--- src/rtl/lsu_mem_if_pkg.sv ---
// Shared definitions for the load/store unit:
// funct3 width codes, trap causes, FSM states, response bundle.
package lsu_mem_if_pkg;

  localparam logic [2:0] F3_B  = 3'b000;
  localparam logic [2:0] F3_H  = 3'b001;
  localparam logic [2:0] F3_W  = 3'b010;
  localparam logic [2:0] F3_BU = 3'b100;
  localparam logic [2:0] F3_HU = 3'b101;

  localparam logic [3:0] CAUSE_LD_MIS = 4'd4;
  localparam logic [3:0] CAUSE_LD_FLT = 4'd5;
  localparam logic [3:0] CAUSE_ST_MIS = 4'd6;
  localparam logic [3:0] CAUSE_ST_FLT = 4'd7;

  typedef enum logic {
    IDLE = 1'b0,
    RESP = 1'b1
  } state_e;

  typedef struct packed {
    logic [31:0] rdata;
    logic        exc;
    logic [3:0]  cause;
    logic [31:0] badaddr;
  } rsp_t;

endpackage

--- src/rtl/lsu_mem_if_if.sv ---
// MEM-stage <-> LSU request/response handshake bundle.
// master = pipeline side, slave = LSU side.
interface lsu_mem_if_if #(
  parameter int WIDTH = 32
);
  logic             req_valid;
  logic             req_ready;
  logic             req_we;
  logic [2:0]       req_funct3;
  logic [WIDTH-1:0] req_addr;
  logic [WIDTH-1:0] req_wdata;
  logic             flush;
  logic             rsp_valid;
  logic             rsp_ready;
  logic [WIDTH-1:0] rsp_rdata;
  logic             rsp_exc;
  logic [3:0]       rsp_cause;
  logic [WIDTH-1:0] rsp_badaddr;

  modport master (
    output req_valid, req_we, req_funct3,
    output req_addr, req_wdata, flush,
    output rsp_ready,
    input  req_ready, rsp_valid, rsp_rdata,
    input  rsp_exc, rsp_cause, rsp_badaddr
  );

  modport slave (
    input  req_valid, req_we, req_funct3,
    input  req_addr, req_wdata, flush,
    input  rsp_ready,
    output req_ready, rsp_valid, rsp_rdata,
    output rsp_exc, rsp_cause, rsp_badaddr
  );
endinterface

--- src/rtl/lsu_align.sv ---
// Byte-enable / store lane replication and
// load lane extract with sign or zero extension.
module lsu_align
  import lsu_mem_if_pkg::*;
(
  input  logic [2:0]  funct3,
  input  logic [1:0]  addr_lo,
  input  logic [31:0] wdata,
  input  logic [31:0] rdata,
  output logic [3:0]  sel,
  output logic [31:0] wdata_rep,
  output logic [31:0] rdata_ext
);

  logic       is_b;
  logic       is_h;
  logic       is_w;
  logic       uns;
  logic [7:0]  byte_v;
  logic [15:0] half_v;

  assign is_b = funct3[1:0] == 2'b00;
  assign is_h = funct3[1:0] == 2'b01;
  assign is_w = funct3[1:0] == 2'b10;
  assign uns  = funct3[2];

  always_comb begin
    byte_v = rdata[7:0];
    unique case (addr_lo)
      2'd0: byte_v = rdata[7:0];
      2'd1: byte_v = rdata[15:8];
      2'd2: byte_v = rdata[23:16];
      2'd3: byte_v = rdata[31:24];
    endcase
    half_v = addr_lo[1] ? rdata[31:16]
                        : rdata[15:0];
  end

  always_comb begin
    sel       = 4'b0000;
    wdata_rep = wdata;
    rdata_ext = '0;
    unique case (1'b1)
      is_b: begin
        sel       = 4'b0001 << addr_lo;
        wdata_rep = {4{wdata[7:0]}};
        rdata_ext = {{24{~uns & byte_v[7]}},
                     byte_v};
      end
      is_h: begin
        sel       = addr_lo[1] ? 4'b1100
                               : 4'b0011;
        wdata_rep = {2{wdata[15:0]}};
        rdata_ext = {{16{~uns & half_v[15]}},
                     half_v};
      end
      is_w: begin
        sel       = 4'b1111;
        wdata_rep = wdata;
        rdata_ext = rdata;
      end
      default: begin
        sel       = 4'b0000;
        wdata_rep = wdata;
        rdata_ext = '0;
      end
    endcase
  end

endmodule

--- src/rtl/lsu_mem_if.sv ---
// Load/store unit: request FSM, alignment and
// range checks, registered response to MEM stage.
module lsu_mem_if
  import lsu_mem_if_pkg::*;
#(
  parameter int WIDTH     = 32,
  parameter int RAM_DEPTH = 2048
) (
  input  logic             clk,
  input  logic             rst_n,
  lsu_mem_if_if.slave      bus,
  output logic             ram_ce,
  output logic             ram_we,
  output logic [3:0]       ram_sel,
  output logic [WIDTH-1:0] ram_addr,
  output logic [WIDTH-1:0] ram_data_in,
  input  logic             ram_rvalid,
  input  logic [WIDTH-1:0] ram_data
);

  localparam logic [WIDTH:0] LIMIT =
    (WIDTH+1)'(RAM_DEPTH * 4);

  state_e state_q, state_d;
  rsp_t   rsp_q, rsp_d, rsp_new;

  logic        req_ready;
  logic        accept;
  logic        supported;
  logic        misal;
  logic        oor;
  logic        ram_go;
  logic [2:0]  f3;
  logic [WIDTH-1:0] addr;
  logic [3:0]  sel;
  logic [31:0] wdata_rep;
  logic [31:0] rdata_ext;

  assign f3   = bus.req_funct3;
  assign addr = bus.req_addr;

  lsu_align u_align (
    .funct3    (f3),
    .addr_lo   (addr[1:0]),
    .wdata     (bus.req_wdata),
    .rdata     (ram_data),
    .sel       (sel),
    .wdata_rep (wdata_rep),
    .rdata_ext (rdata_ext)
  );

  always_comb begin
    if (bus.req_we)
      supported = f3 inside {F3_B, F3_H, F3_W};
    else
      supported = f3 inside {F3_B, F3_H, F3_W,
                             F3_BU, F3_HU};
    misal = (f3[1:0] == 2'b01 && addr[0]) ||
            (f3[1:0] == 2'b10 &&
             addr[1:0] != 2'b00);
    oor    = {1'b0, addr} >= LIMIT;
    ram_go = supported & ~misal & ~oor;
  end

  // Misalignment outranks range fault; unsupported
  // widths return a clean, empty response.
  always_comb begin
    rsp_new = '0;
    if (supported) begin
      if (misal) begin
        rsp_new.exc     = 1'b1;
        rsp_new.cause   = bus.req_we ? CAUSE_ST_MIS
                                     : CAUSE_LD_MIS;
        rsp_new.badaddr = addr;
      end else if (oor) begin
        rsp_new.exc     = 1'b1;
        rsp_new.cause   = bus.req_we ? CAUSE_ST_FLT
                                     : CAUSE_LD_FLT;
        rsp_new.badaddr = addr;
      end else if (!bus.req_we && ram_rvalid) begin
        rsp_new.rdata = rdata_ext;
      end
    end
  end

  always_comb begin
    state_d   = state_q;
    rsp_d     = rsp_q;
    req_ready = 1'b0;
    unique case (state_q)
      IDLE: req_ready = 1'b1;
      RESP: req_ready = bus.rsp_ready;
    endcase
    if (bus.flush) req_ready = 1'b0;
    accept = bus.req_valid & req_ready;
    if (bus.flush) begin
      state_d = IDLE;
    end else if (accept) begin
      state_d = RESP;
      rsp_d   = rsp_new;
    end else if (state_q == RESP &&
                 bus.rsp_ready) begin
      state_d = IDLE;
    end
  end

  always_ff @(posedge clk or negedge rst_n) begin
    if (!rst_n) begin
      state_q <= IDLE;
      rsp_q   <= '0;
    end else begin
      state_q <= state_d;
      rsp_q   <= rsp_d;
    end
  end

  assign ram_ce      = accept & ram_go;
  assign ram_we      = ram_ce & bus.req_we;
  assign ram_sel     = ram_ce ? sel : 4'b0000;
  assign ram_addr    = addr;
  assign ram_data_in = wdata_rep;

  assign bus.req_ready   = req_ready;
  assign bus.rsp_valid   = state_q == RESP;
  assign bus.rsp_rdata   = rsp_q.rdata;
  assign bus.rsp_exc     = rsp_q.exc;
  assign bus.rsp_cause   = rsp_q.cause;
  assign bus.rsp_badaddr = rsp_q.badaddr;

endmodule
--- src/flat_wrapper.sv ---
// flat-port wrapper written by rule: the top's interface ports become plain ports
module lsu_mem_if_flat import lsu_mem_if_pkg::*;
#(
  parameter int WIDTH     = 32,
  parameter int RAM_DEPTH = 2048
)
  (clk, rst_n, ram_ce, ram_we, ram_sel, ram_addr, ram_data_in, ram_rvalid, ram_data, bus_req_valid, bus_req_we, bus_req_funct3, bus_req_addr, bus_req_wdata, bus_flush, bus_rsp_ready, bus_req_ready, bus_rsp_valid, bus_rsp_rdata, bus_rsp_exc, bus_rsp_cause, bus_rsp_badaddr);
  lsu_mem_if_if #(.WIDTH(WIDTH)) bus_i ();
  input  logic clk;
  input  logic rst_n;
  output logic ram_ce;
  output logic ram_we;
  output logic [3:0] ram_sel;
  output logic [WIDTH-1:0] ram_addr;
  output logic [WIDTH-1:0] ram_data_in;
  input  logic ram_rvalid;
  input  logic [WIDTH-1:0] ram_data;
  input wire logic [$bits(bus_i.req_valid)-1:0] bus_req_valid;
  input wire logic [$bits(bus_i.req_we)-1:0] bus_req_we;
  input wire logic [$bits(bus_i.req_funct3)-1:0] bus_req_funct3;
  input wire logic [$bits(bus_i.req_addr)-1:0] bus_req_addr;
  input wire logic [$bits(bus_i.req_wdata)-1:0] bus_req_wdata;
  input wire logic [$bits(bus_i.flush)-1:0] bus_flush;
  input wire logic [$bits(bus_i.rsp_ready)-1:0] bus_rsp_ready;
  output wire logic [$bits(bus_i.req_ready)-1:0] bus_req_ready;
  output wire logic [$bits(bus_i.rsp_valid)-1:0] bus_rsp_valid;
  output wire logic [$bits(bus_i.rsp_rdata)-1:0] bus_rsp_rdata;
  output wire logic [$bits(bus_i.rsp_exc)-1:0] bus_rsp_exc;
  output wire logic [$bits(bus_i.rsp_cause)-1:0] bus_rsp_cause;
  output wire logic [$bits(bus_i.rsp_badaddr)-1:0] bus_rsp_badaddr;
  assign bus_i.req_valid = bus_req_valid;
  assign bus_i.req_we = bus_req_we;
  assign bus_i.req_funct3 = bus_req_funct3;
  assign bus_i.req_addr = bus_req_addr;
  assign bus_i.req_wdata = bus_req_wdata;
  assign bus_i.flush = bus_flush;
  assign bus_i.rsp_ready = bus_rsp_ready;
  assign bus_req_ready = bus_i.req_ready;
  assign bus_rsp_valid = bus_i.rsp_valid;
  assign bus_rsp_rdata = bus_i.rsp_rdata;
  assign bus_rsp_exc = bus_i.rsp_exc;
  assign bus_rsp_cause = bus_i.rsp_cause;
  assign bus_rsp_badaddr = bus_i.rsp_badaddr;
  lsu_mem_if #(.WIDTH(WIDTH), .RAM_DEPTH(RAM_DEPTH)) u_core (.clk(clk), .rst_n(rst_n), .bus(bus_i), .ram_ce(ram_ce), .ram_we(ram_we), .ram_sel(ram_sel), .ram_addr(ram_addr), .ram_data_in(ram_data_in), .ram_rvalid(ram_rvalid), .ram_data(ram_data));
endmodule
--- config.mk ---
export PLATFORM = sky130hd
export DESIGN_NAME = lsu_mem_if_flat
export DESIGN_NICKNAME = d
export VERILOG_FILES = /design/src/rtl/lsu_mem_if_pkg.sv /design/src/rtl/lsu_mem_if_if.sv /design/src/rtl/lsu_align.sv /design/src/rtl/lsu_mem_if.sv /design/src/flat_wrapper.sv
export SDC_FILE = /design/constraint.sdc
export NUM_CORES = 1
export LEC_CHECK = 0
export CAP_MARGIN = 20
export CORE_MARGIN = 2
export CORE_UTILIZATION = 32
export CTS_CLUSTER_DIAMETER = 120
export DETAILED_ROUTE_END_ITERATION = 7
export MAX_ROUTING_LAYER = met4
export PLACE_DENSITY = 0.72
export SETUP_SLACK_MARGIN = 0.3
export SLEW_MARGIN = 15
export SYNTH_ARGS = -nofsm -noshare
export SYNTH_HDL_FRONTEND = slang
export SYNTH_HIERARCHICAL = 1
export SYNTH_SLANG_ARGS = --single-unit
--- constraint.sdc ---
create_clock -name clk -period 1.39 [get_ports clk]
set_input_delay 0.139 -clock clk [delete_from_list [all_inputs] [get_ports clk]]
set_output_delay 0.139 -clock clk [all_outputs]
set_load 0.02 [all_outputs]
; Yosys cells after proc, flatten, opt, wreduce, memory -nomap -nowiden
; Index checks and enable logic that the tools add are counted.
; Widths: inputs -> output; s select.
[totals]
inputBits = 106
out_inout_bits = 141
reg_bits = 70
[classes]
mux = 21
n_lt_le_gt_ge = 1
n_reduce_logical = 14
shifts = 1
bitwise_logic = 12
eq_ne = 9
[op_table]
columns = op, count
row1 = $mux 32, 3
row2 = $pmux 32 s3, 1
row3 = $mux 37, 2
row4 = $mux 69, 1
row5 = $pmux 32 s2, 1
row6 = $ge 32x14->1 const B, 1
row7 = $pmux 8 s4, 1
row8 = $mux 16, 1
row9 = $pmux 4 s3, 1
row10 = $mux 4, 2
row11 = $and 1x1->1, 7
row12 = $eq 2x2->1 const B, 3
row13 = $eq 3x3->1 const B, 2
row14 = $reduce_bool 3->1, 2
row15 = $mux 1, 5
row16 = $not 1->1, 5
row17 = $reduce_bool 5->1, 1
row18 = $eq 2x1->1 const B, 2
row19 = $logic_and 1x1->1, 4
row20 = $logic_not 2->1, 2
row21 = $mux 2, 2
row22 = $shl 1x2->4 const A, 1
row23 = $eq 3x1->1 const B, 1
row24 = $eq 3x2->1 const B, 1
row25 = 6 further kinds, 6

; Longest topological paths before layout
; Gate-level depths: netlist of run 1.
[depth]
ltp_word = 8
ltp_mapped = 8
ltp_nobuf = 5

; Cells and area by module
; Netlist of run 1, hierarchy kept.
[modules_own_cells]
columns = module, area_per_inst_um2, n_inst, seq_area_each_um2, cells_each
row1 = lsu_mem_if, 3084.2, 1, 1701.6, 287
row2 = lsu_align, 1158.6, 1, 0.0, 162

; Worst setup path before layout of run 1
; OpenSTA, ideal clock, no wires.
[synth_path]
path_kind = input-to-reg
start = input bus_req_addr[1]
end = register u_core.rsp_q (netlist bit u_core/bus.rsp_rdata[21])
stages = 8
setup_ns = 0.124
arrival_ns = 1.452
setup_slack_ns = -0.186
n_path_buf = 3
cell_sequence = buf_6 > mux4_2 > and2_4 > buf_6 > buf_6 > a211o_1 > nand4_1 > o21ai_1
[synth_via]
elab_chain_len = 8
elab_cells_between_ends = 17
classes_between = 1 x order compare / 3 x eq/ne / 7 x mux / 2 x bitwise / 4 x reduce/logical
[synth_rtl]
columns = element, line_no
row1 = from (decl), flat_wrapper.sv:21  ; input wire logic [$bits(bus_i.req_addr)-1:0] bus_req_addr;
row2 = "$eq 2x2->1, or another cell as far along", lsu_align.sv:29  ; unique case (addr_lo)
row3 = $pmux 8 s4, lsu_align.sv:29
row4 = $and 1x1->1, lsu_align.sv:47  ; rdata_ext = {{24{~uns & byte_v[7]}},
row5 = $pmux 32 s3 (*), lsu_align.sv:43  ; unique case (1'b1)
row6 = named net u_core.rdata_ext[21], lsu_mem_if.sv:37  ; logic [31:0] rdata_ext;
row7 = $mux 32 (*), lsu_mem_if.sv:80  ; end else if (!bus.req_we && ram_rvalid) begin
row8 = $mux 32 (*), lsu_mem_if.sv:75  ; end else if (oor) begin
row9 = $mux 32 (*), lsu_mem_if.sv:70  ; if (misal) begin
row10 = $mux 69 (*), lsu_mem_if.sv:69  ; if (supported) begin
row11 = to (signal assigned), lsu_mem_if.sv:113  ; rsp_q <= rsp_d;
row12 = to (decl), lsu_mem_if.sv:25  ; rsp_t rsp_q, rsp_d, rsp_new;
; The timed path passes the listed nets; every way through them passes the cells marked *.
; A chain may end at the register's enable or synchronous reset.

; Worst setup path after layout of run 1
[layout_path]
start = register u_core.state_q, in the netlist u_core/bus.rsp_valid
end = output ram_sel[1]
[layout_via]
elab_chain_len = 6
[layout_rtl]
columns = element, line_no
row1 = from (decl), lsu_mem_if.sv:24  ; state_e state_q, state_d;
row2 = from (signal assigned), lsu_mem_if.sv:112  ; state_q <= state_d;
row3 = $not 1->1, lsu_mem_if.sv:90  ; unique case (state_q)
row4 = $pmux 1 s2 (*), lsu_mem_if.sv:90
row5 = $mux 1 (*), lsu_mem_if.sv:94  ; if (bus.flush) req_ready = 1'b0;
row6 = $and 1x1->1 (*), lsu_mem_if.sv:95  ; accept = bus.req_valid & req_ready;
row7 = $and 1x1->1 (*), lsu_mem_if.sv:117  ; assign ram_ce = accept & ram_go;
row8 = $mux 4 (*), lsu_mem_if.sv:119  ; assign ram_sel = ram_ce ? sel : 4'b0000;
row9 = to (decl), flat_wrapper.sv:13  ; output logic [3:0] ram_sel;
; Every way passes the cells marked *; elsewhere a longest branch is shown, timed or not.

==> results of run 1 <==
-- what timing repair did --
action,4_1_cts,5_1_grt
setup endpoints to repair,207,101
pin swaps,18,31
hold buffers,1,0
gates resized for setup,636,60
endpoints found under the hold margin,68,0
cloned,8,6
buffers inserted,15,16
-- cells by family (layout without fill, tap and decap cells) --
family	after synthesis	count (layout)	share of synthesized area
and+or+nand+nor	124	126	0.151
muxes	35	35	0.0935
buffers and inverters	92	384	0.132
other	1	2	0.000884
AOI/OAI and AO/OA	129	129	0.222
DFF	68	68	0.401
-- layout by cell type (no fill, tap or decap), types with 8 or more instances in the layout --
cell type and n:
buf_2 72, buf_4 68, dfrtp_1 67, clkdlybuf4s50_1 57
dlygate4sd2_1 55, nand2_1 47, buf_6 45, a22o_1 34
o21ai_1 33, nand4_1 32, buf_12 17, mux2_4 17
a211o_1 17, clkbuf_16 14, clkdlybuf4s15_1 12, inv_1 10
mux2i_1 9, nand2_2 8
-- how the worst max path moves through the flow --
| stage | slack, ns | depth (start not counted) | startpoint | end |
|---|---|---|---|---|
| 2_1_floorplan | -0.18 | 8 | bus_req_addr[1] | u_core/bus.rsp_rdata[21]$_DFFE_PN0P_ |
| 4_1_cts | -0.26 | 5 | u_core/bus.rsp_valid$_DFFE_PN0P_ | ram_sel[3] |
| 6_report | -0.25 | 5 | u_core/bus.rsp_valid$_DFFE_PN0P_ | ram_sel[1] |
| 5_1_grt | -0.31 | 5 | u_core/bus.rsp_valid$_DFFE_PN0P_ | ram_sel[3] |
| 3_3_place_gp | -1.21 | 7 | bus_req_addr[28] | ram_sel[2] |
| 3_5_place_dp | -1.20 | 7 | bus_req_addr[28] | ram_sel[1] |
-- cell usage after synthesis, types with 9 or more instances --
master,number
a211o_1,17
a22o_1,34
buf_1,9
buf_4,44
clkbuf_1,14
dfrtp_1,68
inv_1,11
mux2_2,23
mux2i_1,10
nand2_1,56
nand4_1,32
o21ai_0,15
o21ai_1,28
-- area by class of cell --
type,instances,area share
antenna,1,0.000314
clock buffer,10,0.0300
clock inverter,6,0.00801
inverter,11,0.00518
multi-input combinational,291,0.286
sequential,68,0.214
tap,176,0.0276
timing repair buffer,357,0.429
-- where the power goes --
part	internal [W]	switching [W]	total, W	leakage (nW)
clock network	0.00143	0.000906	0.00234	0.144
registers	0.00212	0.0000736	0.00219	0.914
logic	0.00113	0.00111	0.00224	2.88
-- critical path: stages, from the launching register on --
cell and delay (ns):
dfrtp_2 0.42, nand2b_4 0.08, o2111a_2 0.19, and2_4 0.18, and3_4 0.19, buf_6 0.11
-- flip-flops by register name, indices dropped and copies added (netlist names) --
register                count
u_core/bus.rsp_cause        3
u_core/bus.rsp_valid        1
u_core/bus.rsp_rdata       32
u_core/bus.rsp_badaddr     32
-- metal layers --
| metal | share of wire | up-vias | GRT usage |
|---|---|---|---|
| met2 | 0.50 | 211 | 0.390 |
| li1 | - | 2215 | - |
| met5 | 0 | - | - |
| met1 | 0.41 | 2391 | 0.309 |
| met4 | 0.019 | 0 | 0.0863 |
| met3 | 0.065 | 28 | 0.0412 |
-- per-stage QoR --
stage               total power [W]  instances  hold WS [ns]  utilization  cell area (um^2)
floorplan                   0.00323        449        -0.157            -              4430
global placement            0.00428        857         0.187        0.542              7090
detailed placement          0.00432        857         0.203        0.542              7090
CTS                         0.00664        897         0.171        0.575              7530
global route                0.00702        919        0.0492        0.609              7970
finish                      0.00678        920        0.0476        0.609              7970
==> impl_metrics.json, run 1 <==
{
  "r2r-end": "u_core/bus.rsp_rdata[1]$_DFFE_PN0P_",
  "detail-route-antenna-nets": 0,
  "peakVddDrop_v": 0.000522,
  "p_per_area_nw_per_um2": 850,
  "r2r_cells": 6,
  "vias_per_cell": 5.27,
  "finalHoldViolCount": 0,
  "hp-start": "bus_req_addr[24]",
  "io_buffers": 245,
  "place_congestion": 0.877,
  "clkTransAtPathRegs_ns": 0.06,
  "grt_overflow": 0,
  "r2r-start": "u_core/bus.rsp_valid$_DFFE_PN0P_",
  "synth_nets": 555,
  "wl_per_cell_um": 19.8,
  "track_usage": 0.242,
  "status": "finished, violations left",
  "die_h_um": 119,
  "synth_edf_count": 0,
  "die_area_um2": 14200,
  "yosys.area.top_type": "dfrtp_1",
  "hold_path_class": "input port to flip-flop",
  "clk_latency_ns": 0.33,
  "ioPinCount": 247,
  "layout_setup_ws_ns": -0.253,
  "fin_crit_ns": 1.64,
  "grt_max_degree": 69,
  "vias": 4845,
  "arrival_ns": 1.50,
  "h-tree-depth": 3,
  "synth_cells": 449,
  "start_util": 0.324,
  "ys.warnings.count": 6,
  "clock-skew-final_ns": 0.00456,
  "grt_pass1_wl_um": 26400,
  "fmax_mhz": 609,
  "rrSetupSlack_ns": -0.14,
  "layout-drive-gt1-share": 0.429,
  "p_leak_nw": 3.94,
  "cts_tree": "done",
  "drt_iter0_drc": 378,
  "place_ws_ns": -1.20,
  "dpl.hpwl_um": 12200,
  "antenna_found_initial": 0,
  "cts_buffer_depth": 2,
  "synth_top_area_frac": 0.401,
  "nNetsFinal": 844,
  "synthDistinctLibCells": 45,
  "cts-buffers-inserted": 9,
  "first_pass_iters": 5,
  "fillCellCount": 1083,
  "violations": "negative setup slack",
  "synth.ff_latch_count": 68,
  "netlist_area_um2": 4240,
  "multi_input_area_um2": 2280,
  "regArea_um2": 1700,
  "clock-sinks": 68,
  "grt_pass1_vias": 4732,
  "ys_seq_area_frac": 0.401,
  "cts_root_buf": "clkbuf_16",
  "worstSetupPathType": "flip-flop to output port",
  "hold_depth": 2,
  "synthArstFlopShare": 1.00,
  "fin_tns_setup_ns": -6.97,
  "core-area_um2": 13100,
  "max_cap_viol_count": 0,
  "start_kind": "flip-flop",
  "cp-end-kind": "output port",
  "grt_setup_unrepaired": "yes",
  "finalMaxSlewViolations": 0,
  "area_growth_pct": 87.9,
  "wirelength_um": 18200,
  "setup_viol": 70,
  "hold_end": "u_core/bus.rsp_badaddr[24]$_DFFE_PN0P_",
  "required_ns": 1.25,
  "row_count": 42,
  "drc": 0,
  "die_x_um": 119,
  "cp_max_fo": 7,
  "syn_avg_cell_area_um2": 9.45,
  "netlist_top_cells_area": "dfrtp_1 (40%), buf_4 (7.8%), a22o_1 (7.0%)",
  "ys.flop_type": "dfrtp_1",
  "fin_crit_sh": 1.18
}
Power figures use the tool's default switching activity.
==> run 2: changes to the inputs <==
- ABC_AREA: unset -> 1
- PLACE_DENSITY: 0.72 -> 0.7
- SKIP_LAST_GASP: unset -> 1
==> run 2 against run 1 <==
Net effect: the flow still finishes with violations (negative setup slack); final cell count rose by 32%; synthesized cell count is 61% higher; largest power group unchanged; largest cell class unchanged; core utilization fell by 1.2 points; sequential power about the same; critical path type is now input port to output port; worst setup slack got worse by 0.068 ns; flip-flop and latch count unchanged; highest routed layer unchanged.
==> impl_metrics.json, run 2 <==
{
  "status": "finished, violations left",
  "violations": "negative setup slack",
  "antenna_found_initial": 1,
  "required_ns": 1.25,
  "internal_power_w": 0.00497,
  "dr_wl_met3_um": 1260,
  "clkTransAtPathRegs_ns": 0.06,
  "grt_pass1_wl_um": 29200,
  "wl_per_cell_um": 15.5,
  "fin_tns_setup_ns": -9.76,
  "vias": 5650,
  "setup_viol": 67,
  "dpl.hpwl_um": 13200,
  "die_area_um2": 15500,
  "comb_power_share": 0.328,
  "routed-wl-met2_um": 9610,
  "syn_avg_cell_area_um2": 6.44,
  "synth_edf_count": 0,
  "yosysMostFrequentCell": "nand2_1",
  "wirelength_um": 18800,
  "ys.flop_type": "dfrtp_1",
  "synthTopCellsByCount": "nand2_1 (292), inv_1 (88), nand3_1 (82), dfrtp_1 (68), nor2_1 (66)",
  "p_per_area_nw_per_um2": 839,
  "p_switching_w": 0.00222,
  "grt_pass1_vias": 5550,
  "grt_overflow": 0,
  "grt_setup_unrepaired": "yes",
  "netlist_top_cells_area": "dfrtp_1 (37%), nand2_1 (24%), nand3_1 (8.8%)",
  "grt_max_degree": 69,
  "drt-met1-wl_um": 7830,
  "h-tree-depth": 3,
  "io_buffers": 245,
  "cts_tree": "done",
  "row_count": 44,
  "drc": 0,
  "synth_nets": 829,
  "layout_setup_ws_ns": -0.320,
  "synthArstFlopShare": 1.00,
  "clock-sinks": 68,
  "finalMaxSlewViolations": 0,
  "synth_top_area_frac": 0.366,
  "peakVddDrop_v": 0.000751,
  "fmax_mhz": 585,
  "p_leak_nw": 4.83,
  "drt_iter0_drc": 287,
  "netlist_area_um2": 4650,
  "finalNonFillerCells": 1212,
  "ys_seq_area_frac": 0.366,
  "power_frac_clock": 0.366,
  "cp_max_fo": 6,
  "swShare": 0.309,
  "p_seq_frac": 0.306,
  "synthDistinctLibCells": 26,
  "cts-buffers-inserted": 9,
  "utilization": 0.597,
  "cp-end-kind": "output port",
  "max_cap_viol_count": 0,
  "hold_path_class": "input port to flip-flop",
  "most-common-layout-cells": "nand2_1 (258), clkdlybuf4s50_1 (90), buf_2 (90)",
  "die_h_um": 125,
  "cts_root_buf": "clkbuf_16",
  "mostFrequentLayoutCell": "nand2_1",
  "top_layer_used": "met4",
  "arrival_ns": 1.57,
  "core-area_um2": 14400,
  "fin_crit_ns": 1.71,
  "ioPinCount": 247,
  "place_ws_ns": -0.891,
  "synth.ff_latch_count": 68,
  "yosys.area.top_type": "dfrtp_1",
  "clock-skew-final_ns": 0.00853,
  "finalHoldViolCount": 0,
  "worstSetupPathType": "input port to output port",
  "vias_per_cell": 4.66,
  "place_inst": 1151,
  "ys.warnings.count": 6,
  "nNetsFinal": 1128,
  "place_congestion": 0.890,
  "layout-drive-gt1-share": 0.343,
  "synth_cells": 723,
  "clk_latency_ns": 0.33,
  "die_x_um": 125,
  "start_util": 0.324,
  "first_pass_iters": 5,
  "detail-route-antenna-nets": 0,
  "start_kind": "input port",
  "fin_crit_sh": 1.23,
  "track_usage": 0.241,
  "power_w": 0.00719,
  "area_growth_pct": 84.4,
  "cts_buffer_depth": 2
}
-- run 2: metal layers --
layer | global-route usage | vias up
met5 | - | -
met1 | 0.292 | 2627
met4 | 0.0377 | 0
met2 | 0.415 | 231
met3 | 0.0576 | 9
li1 | - | 2783
-- run 2: cell type report --
class / instances / area, um^2
well taps: 184 / 230
clock inverters: 6 / 111
flip-flops and latches: 68 / 1700
repair buffers: 357 / 3370
inverters: 94 / 375
clock buffers: 10 / 229
diodes: 1 / 2.50
repair inverters: 2 / 20.0
multi-input cells: 490 / 2530
fillers: 1285 / 5790
-- run 2: final timing paths --
path	from	to	slack, ns	cells after the start
max	bus_req_addr[24]	ram_we	-0.32	9
min	bus_req_addr[15]	u_core/bus.rsp_badaddr[15]$_DFFE_PN0P_	0.23	4
max reg2reg	u_core/bus.rsp_valid$_DFFE_PN0P_	u_core/bus.rsp_badaddr[22]$_DFFE_PN0P_	-0.21	12
min reg2reg	u_core/bus.rsp_badaddr[20]$_DFFE_PN0P_	u_core/bus.rsp_badaddr[20]$_DFFE_PN0P_	0.47	2
max in group asynchronous	rst_n	u_core/bus.rsp_valid$_DFFE_PN0P_	0.71	3
min in group asynchronous	rst_n	u_core/bus.rsp_badaddr[10]$_DFFE_PN0P_	0.37	3
-- run 2: worst max-delay path, cell delays in order --
cell	delay [ns]
clkdlybuf4s50_1	0.43
inv_1	0.15
nand3_1	0.09
nor2_1	0.17
nand3_2	0.12
inv_2	0.11
nand2_4	0.12
nor2_4	0.13
buf_6	0.12
-- run 2: power by group through the flow --
stage                     Combinational, W  Clock, W  Sequential, W
after floorplan                   0.000830         0        0.00240
after global placement             0.00214         0        0.00222
after detailed placement           0.00215         0        0.00223
after CTS                          0.00218   0.00268        0.00219
after global routing               0.00254   0.00279        0.00222
final                              0.00236   0.00263        0.00220
-- run 2: stage by stage --
step	area, um^2	hold WS (ns)
after floorplan	4750	-0.157
after global placement	7540	0.188
after detailed placement	7540	0.195
after CTS	8080	0.379
after global routing	8580	0.239
final	8580	0.227
-- run 2: cell families (layout without fill, tap and decap cells) --
group                  count (synthesis)  count (layout)  synth area share
other                                  1               2          0.000806
AO/OA/AOI/OAI                         35              35            0.0476
AND/OR/NAND/NOR                      452             454             0.404
flip-flops                            68              68             0.366
buffers and inverters                167             469             0.182
-- run 2: timing repair --
action / in CTS / in global routing
setup endpoints to repair: 207 / 107
gates cloned: 11 / 4
pin swaps: 12 / 23
hold buffers: 1 / 0
hold endpoints to repair: 68 / 0
buffers inserted: 22 / 6
resized for setup: 637 / 105
==> run 3: changes to the inputs <==
- CORE_MARGIN: 2 -> unset
- CORE_UTILIZATION: 32 -> 36
- PLACE_DENSITY: 0.7 -> 0.78
- SLEW_MARGIN: 15 -> unset
==> run 3 against run 2 <==
Net effect: via count is 3.1% higher; final cell count fell by 0.17%; the run still ends with negative setup slack left; die area decreased by 14%; first-iteration DRC count increased by 36%; wire length rose by 4.7%; combinational power rose by 6%.
==> impl_metrics.json, run 3 (same netlist as run 2, synthesis figures left out) <==
{
  "status": "finished, violations left",
  "violations": "negative setup slack",
  "clock-sinks": 68,
  "h-tree-depth": 3,
  "finalHoldViolCount": 0,
  "grt_pass1_vias": 5634,
  "most-common-layout-cells": "nand2_1 (198), buf_2 (92), clkdlybuf4s50_1 (90)",
  "drc": 0,
  "mostFrequentLayoutCell": "nand2_1",
  "ioPinCount": 247,
  "dpl.hpwl_um": 13100,
  "finalMaxSlewViolations": 0,
  "clk_latency_ns": 0.32,
  "grt_max_degree": 69,
  "multi_input_area_um2": 2750,
  "grt_pass1_wl_um": 28600,
  "start_kind": "flip-flop",
  "worstSetupPathType": "flip-flop to output port",
  "max_cap_viol_count": 0,
  "r2r_cells": 12,
  "cp-end-kind": "output port",
  "vias_per_cell": 4.82,
  "cp_max_fo": 6,
  "layout-drive-gt1-share": 0.409,
  "clock-skew-final_ns": 0.00503,
  "drt_iter0_drc": 391,
  "antennaDiodeCount": 0,
  "final_cell_area_um2": 8860,
  "grt_overflow": 0,
  "grt_setup_unrepaired": "yes",
  "cts_tree": "done",
  "track_usage": 0.289,
  "regArea_um2": 1700,
  "place_ws_ns": -0.887,
  "p_leak_nw": 5.02,
  "wl_per_cell_um": 16.3,
  "io_buffers": 245,
  "cts_buffer_depth": 2,
  "die_area_um2": 13400,
  "detail-route-antenna-nets": 0,
  "die_x_um": 116,
  "nNetsFinal": 1139,
  "peakVddDrop_v": 0.000658,
  "cts-buffers-inserted": 9,
  "postPlaceCellArea_um2": 7500,
  "wirelength_um": 19700,
  "hold_path_class": "input port to flip-flop",
  "core-area_um2": 12600,
  "p_per_area_nw_per_um2": 795,
  "antenna_found_initial": 0,
  "first_pass_iters": 5,
  "vias": 5827,
  "row_count": 41,
  "hold_depth": 5,
  "fin_crit_ns": 1.72,
  "required_ns": 1.25,
  "area_growth_pct": 90.4,
  "place_congestion": 0.908,
  "cts_root_buf": "clkbuf_16",
  "setup_viol": 74,
  "fin_crit_sh": 1.24,
  "fmax_mhz": 581,
  "clkTransAtPathRegs_ns": 0.06,
  "arrival_ns": 1.58,
  "layout_setup_ws_ns": -0.332,
  "die_h_um": 116,
  "fillCellCount": 1052,
  "start_util": 0.369
}
-- run 3: report_power, final --
group          switching, W  internal (W)
sequential         0.000124       0.00212
combinational       0.00132       0.00119
clock              0.000853       0.00143
total               0.00230       0.00475
-- run 3: final timing paths --
kind | to | from | slack [ns]
min in group asynchronous | u_core/bus.rsp_badaddr[4]$_DFFE_PN0P_ | rst_n | 0.39
worst min-delay path | u_core/bus.rsp_badaddr[26]$_DFFE_PN0P_ | bus_req_funct3[1] | 0.37
max in group asynchronous | u_core/bus.rsp_valid$_DFFE_PN0P_ | rst_n | 0.66
worst max-delay path | ram_sel[0] | u_core/bus.rsp_valid$_DFFE_PN0P_ | -0.33
worst min register to register | u_core/bus.rsp_rdata[0]$_DFFE_PN0P_ | u_core/bus.rsp_rdata[0]$_DFFE_PN0P_ | 0.47
worst max register to register | u_core/bus.rsp_badaddr[27]$_DFFE_PN0P_ | u_core/bus.rsp_valid$_DFFE_PN0P_ | -0.30
-- run 3: per-stage QoR --
step | utilization | total power (W) | std cells | setup TNS, ns | hold WS, ns
after floorplan | - | 0.00323 | 723 | -0.237 | -0.157
after CTS | 0.659 | 0.00683 | 1197 | -16.03 | 0.330
after detailed placement | 0.595 | 0.00438 | 1140 | -54.99 | 0.197
after global routing | 0.702 | 0.00734 | 1210 | -19.71 | 0.378
final | 0.702 | 0.00704 | 1210 | -15.27 | 0.369
after global placement | 0.595 | 0.00435 | 1140 | -51.34 | 0.186
-- run 3: final cells by class --
type / instances / share of cell area
clock buffer: 10 / 0.0270
sequential: 68 / 0.192
clock inverter: 6 / 0.00720
inverter: 94 / 0.0407
multi-input combinational: 488 / 0.311
timing repair buffer: 372 / 0.398
tap: 172 / 0.0243
-- run 3: critical path: stages, from the launching register on --
cell and delay, ns:
dfrtp_2 0.41, inv_2 0.07, nor2_4 0.04, nor3_4 0.14, nand2_2 0.11, nor2_4 0.15
nand2_4 0.13, nor2_4 0.11, buf_6 0.12
-- run 3: what timing repair did --
| action | CTS | global route |
|---|---|---|
| pin swaps | 16 | 38 |
| endpoints found under the hold margin | 68 | 0 |
| setup buffers | 27 | 10 |
| resized for setup | 684 | 148 |
| cloned | 13 | 3 |
| setup endpoints to repair | 207 | 112 |
| hold buffers | 1 | 0 |
-- run 3: metal layers --
| layer | track usage | wire length [um] |
|---|---|---|
| met1 | 0.325 | 7610 |
| met2 | 0.521 | 10300 |
| met3 | 0.0586 | 1440 |
| met4 | 0.0752 | 364 |
| met5 | - | 0 |
==> RTL change (flow settings as in run 1) <==
`RAM_DEPTH` is set to 2048 in 2 places; all go to 1536.
--- a/src/rtl/lsu_mem_if.sv
+++ b/src/rtl/lsu_mem_if.sv
@@ -6,3 +6,3 @@
   parameter int WIDTH     = 32,
-  parameter int RAM_DEPTH = 2048
+  parameter int RAM_DEPTH = 1536
 ) (
--- a/src/flat_wrapper.sv
+++ b/src/flat_wrapper.sv
@@ -4,3 +4,3 @@
   parameter int WIDTH     = 32,
-  parameter int RAM_DEPTH = 2048
+  parameter int RAM_DEPTH = 1536
 )
Function: changed (Yosys sat finds a counterexample within 4 cycles, from zero or initial values and one cycle with rst_n low).
==> RTL change against run 1 <==
- the run still ends with negative setup slack left
- worst setup slack lost 0.021 ns
- combinational power is essentially flat
- sequential cell count is the same
- routed wire length grew 3.8%
- synthesized area shrank 0.83%
- final area grew 0.19%
- power grew 0.21%
- die area shrank 0.80%
==> RTL change: results (changes against run 1) <==
vias in the first global route -> 4899 (+3.5%)
share of cells above drive strength 1 -> 43.4% (+0.50 points)
final setup fails -> 74 (+5.7%)
mux share of post-synthesis cell area -> 9.34% (-0.011 points)
clock root cell -> clkbuf_16
FF-to-FF End -> u_core/bus.rsp_rdata[9]
Cell variety after synth -> 43 (-4.4%)
syn_nets -> 556 (+0.18%)
Vias -> 4954 (+2.2%)
critical path arrival -> 1.52 ns (+0.02 ns)
Synth area leaders -> dfrtp_1, buf_4, a22o_1
combinational group share of total power -> 33.0% (about the same)
Vias/cell -> 5.40 (+2.5%)
Max clock buf depth -> 2 (unchanged)
Synth Area in Compound Gates -> 22.4% (+0.18 points)
# placed instances -> 855 (-0.23%)
Critical Path Source -> u_core/bus.rsp_valid
Worst Reg-to-Reg Cells -> 9 (+3)
Post-Place Setup Slack -> -0.994 ns (+0.210 ns)
Diodes inserted -> 0 (-1)
initial drt markers -> 373 (-1.3%)
Cell Pwr Density -> 850 nW/um2 (about the same)
Sw Ratio -> 31.2% (+0.35 points)
outcome -> finished with violations
routability cong. -> 0.913 (+4.1%)
Post-Synth XOR/XNOR Area -> 0% (unchanged)
Peak VDD IR -> 0.521 mV (-0.23%)
fin worst setup slack -> -0.274 ns (-0.0213 ns)
cts bufs inserted -> 9 (unchanged)
hpwl dp -> 12400 um (+2.0%)
synth cell count leaders -> dfrtp_1, nand2_1, buf_4
Syn Inst Count -> 450 (+0.22%)
WL/cell -> 20.6 um (+4.0%)
global-route wire length before repair -> 28800 um (+8.9%)
yosys warns -> 6 (unchanged)
# nets final -> 847 (+0.36%)
area post-placement -> 7050 um2 (-0.65%)
part of the Yosys area used for sequential elements -> 40.4% (+0.33 points)
Setup crit end -> ram_sel[0]
skew final -> 0.00725 ns (+0.00269 ns)
failing checks -> negative setup slack
setup TNS -> -10.96 ns (-3.99 ns)
flop2flop setup slack -> -0.20 ns (-0.06 ns)
total track usage -> 26.6% (+2.4 points)
static leakage -> 3.92 nW (-0.35%)
Least-Margin Pin Slew -> 0.534 ns
==> RTL change: cell count changes in the layout (fill, tap and decap cells not counted), sizes merged <==
cell,run 1,this run
clkbuf,20,17
dlymetal6s2s,3,5
clkdlybuf4s15,16,9
dlygate4sd2,55,59
nor4,4,3
or4,0,1
diode,1,0
bufbuf,3,0
buf,212,221
a21oi,6,7
==> RTL change: metal layers <==
layer  vias up  global-route usage (%)  share of wire, %  routed length, um
li1       2220                       -                 -                  -
met4         0                    7.89               2.5                471
met3        41                    5.12               7.1               1340
met2       253                    42.1                49               9310
met5         -                       -                 0                  0
met1      2440                    34.7                41               7750
==> RTL change: worst min path at each step <==
stage / start / end / slack [ns] / cells past startpoint
after floorplan: rst_n / u_core/bus.rsp_badaddr[0] / -0.16 / 0
after global placement: rst_n / u_core/bus.rsp_badaddr[10] / 0.18 / 2
after detailed placement: rst_n / u_core/bus.rsp_badaddr[10] / 0.19 / 2
after CTS: bus_req_addr[28] / u_core/bus.rsp_badaddr[28] / 0.12 / 3
after global routing: bus_req_addr[28] / u_core/bus.rsp_badaddr[28] / 0.12 / 3
final: bus_req_addr[28] / u_core/bus.rsp_badaddr[28] / 0.13 / 3
==> RTL change: area by class of cell <==
class	count	area (um2)
timing repair buffer	359	3450
sequential	68	1700
inverter	11	41.3
tap	172	215
fill	1105	4740
clock inverter	6	63.8
clock buffer	10	239
multi-input combinational	292	2280
==> RTL change: timing repair <==
item                       in CTS  in global routing
pin swaps                      44                 35
hold buffers                    1                  0
setup endpoints to repair     207                108
gates resized for setup       678                 36
hold endpoints to repair       68                  0
setup buffers                  20                 10
cloned                         15                  1
==> RTL change: worst max-delay path, cell delays in order (launching register included) <==
cell,delay [ns]
dfrtp_2,0.42
nand2b_4,0.08
o2111a_2,0.19
and2_4,0.20
and3_4,0.19
buf_6,0.11
